$ cat config.mk
export PLATFORM = sky130hd
export DESIGN_NAME = fwd_hazard_unit
export DESIGN_NICKNAME = d
export VERILOG_FILES = /design/src/rtl/fwd_hazard_unit.sv
export SDC_FILE = /design/constraint.sdc
export NUM_CORES = 1
export LEC_CHECK = 0
export ABC_AREA = 1
export CAP_MARGIN = 20
export CORE_MARGIN = 2
export CORE_UTILIZATION = 60
export DETAILED_ROUTE_END_ITERATION = 8
export PLACE_DENSITY_LB_ADDON = 0.05
export SETUP_SLACK_MARGIN = 0.1
export SYNTH_ARGS = -nofsm -noshare
export SYNTH_HDL_FRONTEND = slang
export SYNTH_SLANG_ARGS = --single-unit
$ cat constraint.sdc
create_clock -name clk -period 5.75 [get_ports clk]
set_input_delay 1.4375 -clock clk [delete_from_list [all_inputs] [get_ports clk]]
set_output_delay 1.4375 -clock clk [all_outputs]
set_load 0.1 [all_outputs]
$ cat src/rtl/fwd_hazard_unit.sv
// Forwarding and hazard unit: per-source EX bypass selects from NSTG write stages,
// plus an ID-stage scoreboard of fixed/variable-latency results driving stall.
module fwd_hazard_unit #(
  parameter int NSRC    = 3,
  parameter int NSTG    = 2,
  parameter int MAX_LAT = 7,
  parameter int MAX_OUT = 4,
  parameter int CW      = $clog2(MAX_LAT + 1),
  parameter int SELW    = $clog2(NSTG + 1),
  parameter int OW      = $clog2(MAX_OUT + 1)
) (
  input  logic                 clk,
  input  logic                 rst_n,
  input  logic [NSTG-1:0]      stg_wen_x,
  input  logic [NSTG-1:0]      stg_wen_f,
  input  logic [5*NSTG-1:0]    stg_rd,
  input  logic [5*NSRC-1:0]    ex_rs,
  input  logic [NSRC-1:0]      ex_rs_f,
  input  logic [NSRC-1:0]      ex_rs_used,
  output logic [SELW*NSRC-1:0] fwd_sel,
  input  logic [5*NSRC-1:0]    id_rs,
  input  logic [NSRC-1:0]      id_rs_f,
  input  logic [NSRC-1:0]      id_rs_used,
  input  logic                 id_issue,
  input  logic [4:0]           id_rd,
  input  logic                 id_rd_f,
  input  logic                 id_rd_wen,
  input  logic [CW-1:0]        id_lat,
  input  logic                 id_var,
  input  logic                 done_valid,
  input  logic [4:0]           done_rd,
  input  logic                 done_f,
  output logic                 stall,
  output logic [OW-1:0]        out_cnt
);

  // Forwarding: nearest matching stage wins, integer x0 never matches.
  for (genvar gi = 0; gi < NSRC; gi++) begin : g_fwd
    logic [4:0]      rs;
    logic [SELW-1:0] sel;
    assign rs = ex_rs[5*gi +: 5];
    always_comb begin
      sel = '0;
      for (int k = NSTG - 1; k >= 0; k--) begin
        if (ex_rs_used[gi] && (ex_rs_f[gi] ? stg_wen_f[k] : stg_wen_x[k]) &&
            (stg_rd[5*k +: 5] == rs) && (ex_rs_f[gi] || rs != 5'd0))
          sel = SELW'(k + 1);
      end
    end
    assign fwd_sel[SELW*gi +: SELW] = sel;
  end

  // Scoreboard state, index [file][reg] with file 0 = integer, 1 = float.
  logic [1:0][31:0]         pend_reg;
  logic [1:0][31:0]         var_reg;
  logic [1:0][31:0][CW-1:0] cnt_reg;
  logic [OW-1:0]            out_cnt_reg;
  logic [1:0][31:0]         set_hit;
  logic [1:0][31:0]         done_hit;
  logic                     set_en;
  logic                     var_set;
  logic                     var_done;

  // Excluding x0 here keeps integer entry 0 permanently clear.
  assign set_en = id_issue && id_rd_wen && (id_var || id_lat != '0) &&
                  (id_rd_f || id_rd != 5'd0);

  for (genvar gf = 0; gf < 2; gf++) begin : g_file
    for (genvar gi = 0; gi < 32; gi++) begin : g_ent
      assign set_hit[gf][gi]  = set_en && (id_rd_f == 1'(gf)) && (id_rd == 5'(gi));
      assign done_hit[gf][gi] = done_valid && (done_f == 1'(gf)) && (done_rd == 5'(gi)) &&
                                pend_reg[gf][gi] && var_reg[gf][gi];
    end
  end

  assign var_set  = set_en && id_var;
  assign var_done = |done_hit;

  always_ff @(posedge clk or negedge rst_n) begin
    if (!rst_n) begin
      pend_reg <= '0;
      var_reg  <= '0;
      cnt_reg  <= '0;
    end else begin
      for (int f = 0; f < 2; f++) begin
        for (int i = 0; i < 32; i++) begin
          if (set_hit[f][i]) begin
            pend_reg[f][i] <= 1'b1;
            var_reg[f][i]  <= id_var;
            cnt_reg[f][i]  <= id_var ? '0 : id_lat;
          end else if (done_hit[f][i]) begin
            pend_reg[f][i] <= 1'b0;
            var_reg[f][i]  <= 1'b0;
          end else if (pend_reg[f][i] && !var_reg[f][i]) begin
            if (cnt_reg[f][i] == CW'(1)) begin
              pend_reg[f][i] <= 1'b0;
              cnt_reg[f][i]  <= '0;
            end else begin
              cnt_reg[f][i] <= cnt_reg[f][i] - CW'(1);
            end
          end
        end
      end
    end
  end

  always_ff @(posedge clk or negedge rst_n) begin
    if (!rst_n)
      out_cnt_reg <= '0;
    else if (var_set && !var_done)
      out_cnt_reg <= out_cnt_reg + OW'(1);
    else if (!var_set && var_done)
      out_cnt_reg <= out_cnt_reg - OW'(1);
  end

  assign out_cnt = out_cnt_reg;

  // Stall looks only at registered state; completions are not bypassed.
  always_comb begin
    stall = 1'b0;
    for (int j = 0; j < NSRC; j++) begin
      if (id_rs_used[j] && pend_reg[id_rs_f[j]][id_rs[5*j +: 5]])
        stall = 1'b1;
    end
    if (id_rd_wen && pend_reg[id_rd_f][id_rd])
      stall = 1'b1;
    if (id_var && out_cnt_reg == OW'(MAX_OUT))
      stall = 1'b1;
  end

endmodule

Word-level counts from Yosys, hierarchy flattened
Index checks and enable logic that the tools add are counted.
- flip-flop bits (word level): 323
- bits of input ports: 77
- output and inout port bits: 10
- logic and storage cells: 1959
- $add $sub $neg: 66
- $lt $le $gt $ge: 8
- equality and inequality tests: 197
- multiplexer cells: 676
- bitwise logic cells: 2
- reduce and logical (&&, ||, !) cells: 817
- operator list (cell ; number):
    3-bit 2-to-1 mux ; 259
    1-bit 2-to-1 mux ; 399
    3-bit nonzero test ; 129
    1-bit logical AND ; 353
    2-bit nonzero test ; 129
    32-bit 2-to-1 mux ; 8
    2-bit AND reduction ; 128
    3-bit by 1-bit subtractor with 3-bit output, second input constant ; 65
    3-bit by 1-bit == test with 1-bit output, second input constant ; 64
    5-bit == test, second input constant ; 32
    2-bit != test, second input constant ; 64
    5-bit by 4-bit == test with 1-bit output, second input constant ; 16
    1-bit logical NOT ; 66
    64-bit OR reduction ; 1
    5-bit by 3-bit == test with 1-bit output, second input constant ; 8
    5-bit == test ; 6
    5-bit by 6-bit less-than comparator with 1-bit output, second input constant ; 4
    1-bit binary-select mux with 5-bit select ; 4
    5-bit by 2-bit == test with 1-bit output, second input constant ; 4
    5-bit nonzero test ; 4
    2-bit 2-to-1 mux ; 6
    5-bit by 1-bit == test with 1-bit output, second input constant ; 2
    5-bit logical NOT ; 2
    1-bit by 2-bit less-than comparator with 1-bit output, second input constant ; 4
    4 further kinds ; 9

Longest topological paths before layout
- depth in word-level cells: 10
- gate-level depth with buffers: 18
- gate-level depth less buffers: 18

Worst setup path after synthesis
Ideal clock, no wire load.
- path kind: input port to output port
- start: input stg_rd[2]
- end: output fwd_sel[1]
- data arrival time: 6395 ps
- required time: 4313 ps
- slack: -2083 ps
- stages on the path: 6
- path buffers: 0
- path through: inv_1 -> o22ai_1 -> a221oi_1 -> nand3_1 -> nor4_1 -> nor2_1
- cells in the longest elaborated chain, start to end: 4
- ends and longest elaborated chain (element ; line ; source):
    start: declaration ; 16 ; input logic [5*NSTG-1:0] stg_rd,
    5-bit == test ; 46 ; (stg_rd[5*k +: 5] == rs) && (ex_rs_f[gi] || rs != 5'd0))
    1-bit logical AND ; 45 ; if (ex_rs_used[gi] && (ex_rs_f[gi] ? stg_wen_f[k] : stg_wen_x[k]) &&
    1-bit logical AND ; 46 ;
    2-bit 2-to-1 mux ; 45 ;
    end: declaration ; 20 ; output logic [SELW*NSRC-1:0] fwd_sel,
No other way between the ends.

Final worst setup path
- start: input id_rs[5]
- end: output stall
- cells in the longest elaborated chain, start to end: 7
- ends and longest elaborated chain (element ; line ; source):
    start: declaration ; 21 ; input logic [5*NSRC-1:0] id_rs,
    1-bit binary-select mux with 5-bit select ; 122 ; if (id_rs_used[j] && pend_reg[id_rs_f[j]][id_rs[5*j +: 5]])
    1-bit 2-to-1 mux (implied by the code) ; 122 ;
    1-bit logical AND ; 122 ;
    1-bit 2-to-1 mux (2 in a row) ; 122 ;
    1-bit 2-to-1 mux ; 125 ; if (id_rd_wen && pend_reg[id_rd_f][id_rd])
    1-bit 2-to-1 mux ; 127 ; if (id_var && out_cnt_reg == OW'(MAX_OUT))
    end: declaration ; 33 ; output logic stall,
No other way between the ends. The select of a mux whose other input is x is not followed.

==> summary.md <==
| Metric | Value |
|---|---|
| CP most frequent cell | nand2_1 |
| Avg Vias per Cell | 6.15 |
| Seq cells post-synth | 323 |
| RSZ-0062 raised after global routing | false |
| CTS tree | built |
| EDFF count, synth | 0 |
| Final GP Congestion | 1.04 |
| Setup Fix Bufs, Post-CTS | 0 |
| Largest net degree at the start of global routing | 126 |
| Peak VDD IR | 0.297 mV |
| Cells after DPL | 3580 |
| CP max stage delay | 0.53 ns |
| Post-synthesis cell count | 3051 |
| Global-route congestion overflow total | 0 |
| Chip Width | 196 µm |
| I/O pins | 87 |
| Initial Utilization | 60.7% |
| H-tree depth | 2 |
| Final hold vios | 0 |
| Worst Setup SP | id_rs[5] |
| Status | complete, no violations |
| Final setup TNS | 0 ns |
| Min-Delay Path Class | reg -> reg |
| Post-synth ARST share | 100% |
| Max Fanout on Critical Path | 17 |
| WS Path Type | in -> out |
| Sink Count | 323 |
| Worst-path clk slew | 0.06 ns |
| Longest Clk Path Bufs | 3 |
| TritonCTS Buffers | 38 |
| Required time worst endpoint | 4.31 ns |
| Layout cells sized above 1 | 5.95% |
| ANT cells | 0 |
| CP delay by family, top | buffers and inverters |
| Count of different cell masters after synthesis | 42 |
| Relative slew margins | 34.8% |
| Tot GR Track Use | 38.9% |
| # port buffers | 86 |
| Post-Syn Area | 0.0221 mm² |
| Die Height | 196 µm |
| Area growth, synth to finish | 13.0% |
| Commonest cells after routing, fill and taps aside | nand2_1 (670), inv_1 (478), dfrtp_1 (323) |
| Core area | 0.0364 mm² |
| Tmin final | 5.08 ns |
| Post-CTS Resized | 0 |
| Leakage Power | 12.1 nW |
| Yosys warning count | 0 |
| Drt initial violations | 2484 |
| Measured slew at the worst slew-check pin | 0.975 ns |
| DRC errors left | 0 |
| Clk root buf | clkbuf_16 |
| Max FFs per register | 192 |
| Syn nets | 3258 |
| WL per Instance | 20.5 µm |
| FMAX | 0.197 GHz |
| Worst-skew pair later-pin latency | 0.55 ns |
| Routed Antenna Nets | 0 |
| Tcrit/Tclk final | 88.4% |
| Number of global-route vias before repair | 21400 |
| First-pass GRT wire length | 116 mm |
| Most common cell after layout, fill and taps aside | nand2_1 |
| Core Util, Final | 68.6% |
| Sequential fraction of the synthesis area | 36.6% |
| Worst Setup End Kind | output port |
| HPWL Detailed | 53.8 mm |
| Critical R2R Launch | pend_reg[36] |
| Hold path start | cnt_reg[163] |
| Die area | 0.0384 mm² |
| Max Cap Violations | 0 |
| Vias | 22400 |
| Final setup violation count | 0 |
| Antenna violations before repair | 2 |
| Cell Chain, Critical Path | clkdlybuf4s50_1 > clkinv_1 > a21oi_1 > o21ai_0 > nand3_1 > nand2_1 > nand2_1 > nand2_1 > nand2_1 > nand3_1 > nand3_1 > nand2_1 > inv_1 > nand2_1 > buf_12 |
| Hold-fix buffers, CTS | 0 |
| Syn Area/Cell | 7.24 µm² |
| Buf/Inv on CP | 4 |
| Top FF cell, synth | dfrtp_1 |
| Critical Path AT | 3.65 ns |
| Post-route insts no fill | 3645 |
| Drt total wl | 74.6 mm |
| Critical Path Source Type | input pin |
| FP Rows | 70 |
| Final Max Tran Viols | 0 |
| PwrDens | 397 mW/mm² |
| TritonRoute pass-1 iters | 6 |
| Fillcell total | 3086 |
| Layout net count | 3359 |
| Pwr Total | 9.91 mW |
| Worst Skew | 0.0127 ns |
| CP max stage cell | clkdlybuf4s50_1 |
## through the flow
step / area [µm²] / hold slack (ns) / setup WS (ns)
final: 25000 / 0.473 / 0.665
after global placement: 23700 / 0.456 / 0.703
after CTS: 25000 / 0.478 / 0.669
after floorplan: 22100 / 0.442 / 0.567
after detailed placement: 23700 / 0.463 / 0.678
after global routing: 25000 / 0.500 / 0.484
## cells by family (layout without fill, tap and decap cells)
logic type	Yosys count	in the layout	share of synthesized area [%]
simple gates	1379	1379	27.7
buf+inv	583	709	10.1
compound gates	563	563	15.3
flops	323	323	36.6
fa+ha+maj	130	130	7.39
xor+xnor	70	70	2.77
mux	3	3	0.142
## where the power goes
part	leakage (nW)	switching (mW)	internal, mW
Clock	0.630	0.995	1.50
Combinational	7.37	2.20	1.44
Sequential	4.09	0.718	3.06
Total	12.1	3.92	6.00
## layout make-up
cell class / instances / area [µm²] / share of cell area (%)
Multi-Input combinational cell: 2145 / 11800 / 47.4
Sequential cell: 323 / 8080 / 32.4
Inverter: 500 / 1880 / 7.52
Timing Repair Buffer: 144 / 1320 / 5.29
Clock buffer: 58 / 1180 / 4.71
Tap cell: 468 / 586 / 2.34
Clock inverter: 7 / 92.6 / 0.371
## path summary, 6_finish.rpt
path,end,slack (ns),depth (start not counted)
max,stall,0.67,15
min,cnt_reg[163],0.47,2
max reg2reg,out_cnt[2],2.66,14
min reg2reg,cnt_reg[163],0.47,2
max in group asynchronous,cnt_reg[132],3.71,2
min in group asynchronous,cnt_reg[63],0.86,1
## cells in the mapped netlist, types with 23 or more instances
master    number  area [µm²]
nand2_1      670        2510
a21oi_1       44         220
nand4_1       88         551
o221ai_1      38         333
nor4_1        24         150
nor3_1        46         230
ha_1         129        1610
dfrtp_1      323        8080
inv_1        478        1790
nand3_1      306        1530
o22ai_1       24         150
xor2_1        47         412
o31ai_1       24         180
o21ai_0      296        1480
nor2_1       198         743
clkbuf_1      61         229
xnor2_1       23         201
o211ai_1      82         616
## metal layers
metal | routed length [µm] | GRT usage [%]
met1 | 29500 | 51.3
met2 | 33200 | 62.2
met3 | 7750 | 6.65
met4 | 4070 | 19.6
met5 | 0 | 0
## worst min-delay path, cell delays in order (launching register included)
cell and delay, ns:
dfrtp_1 0.34, a21oi_1 0.06, inv_1 0.04
Note: power is estimated with default switching activity, not from simulation.
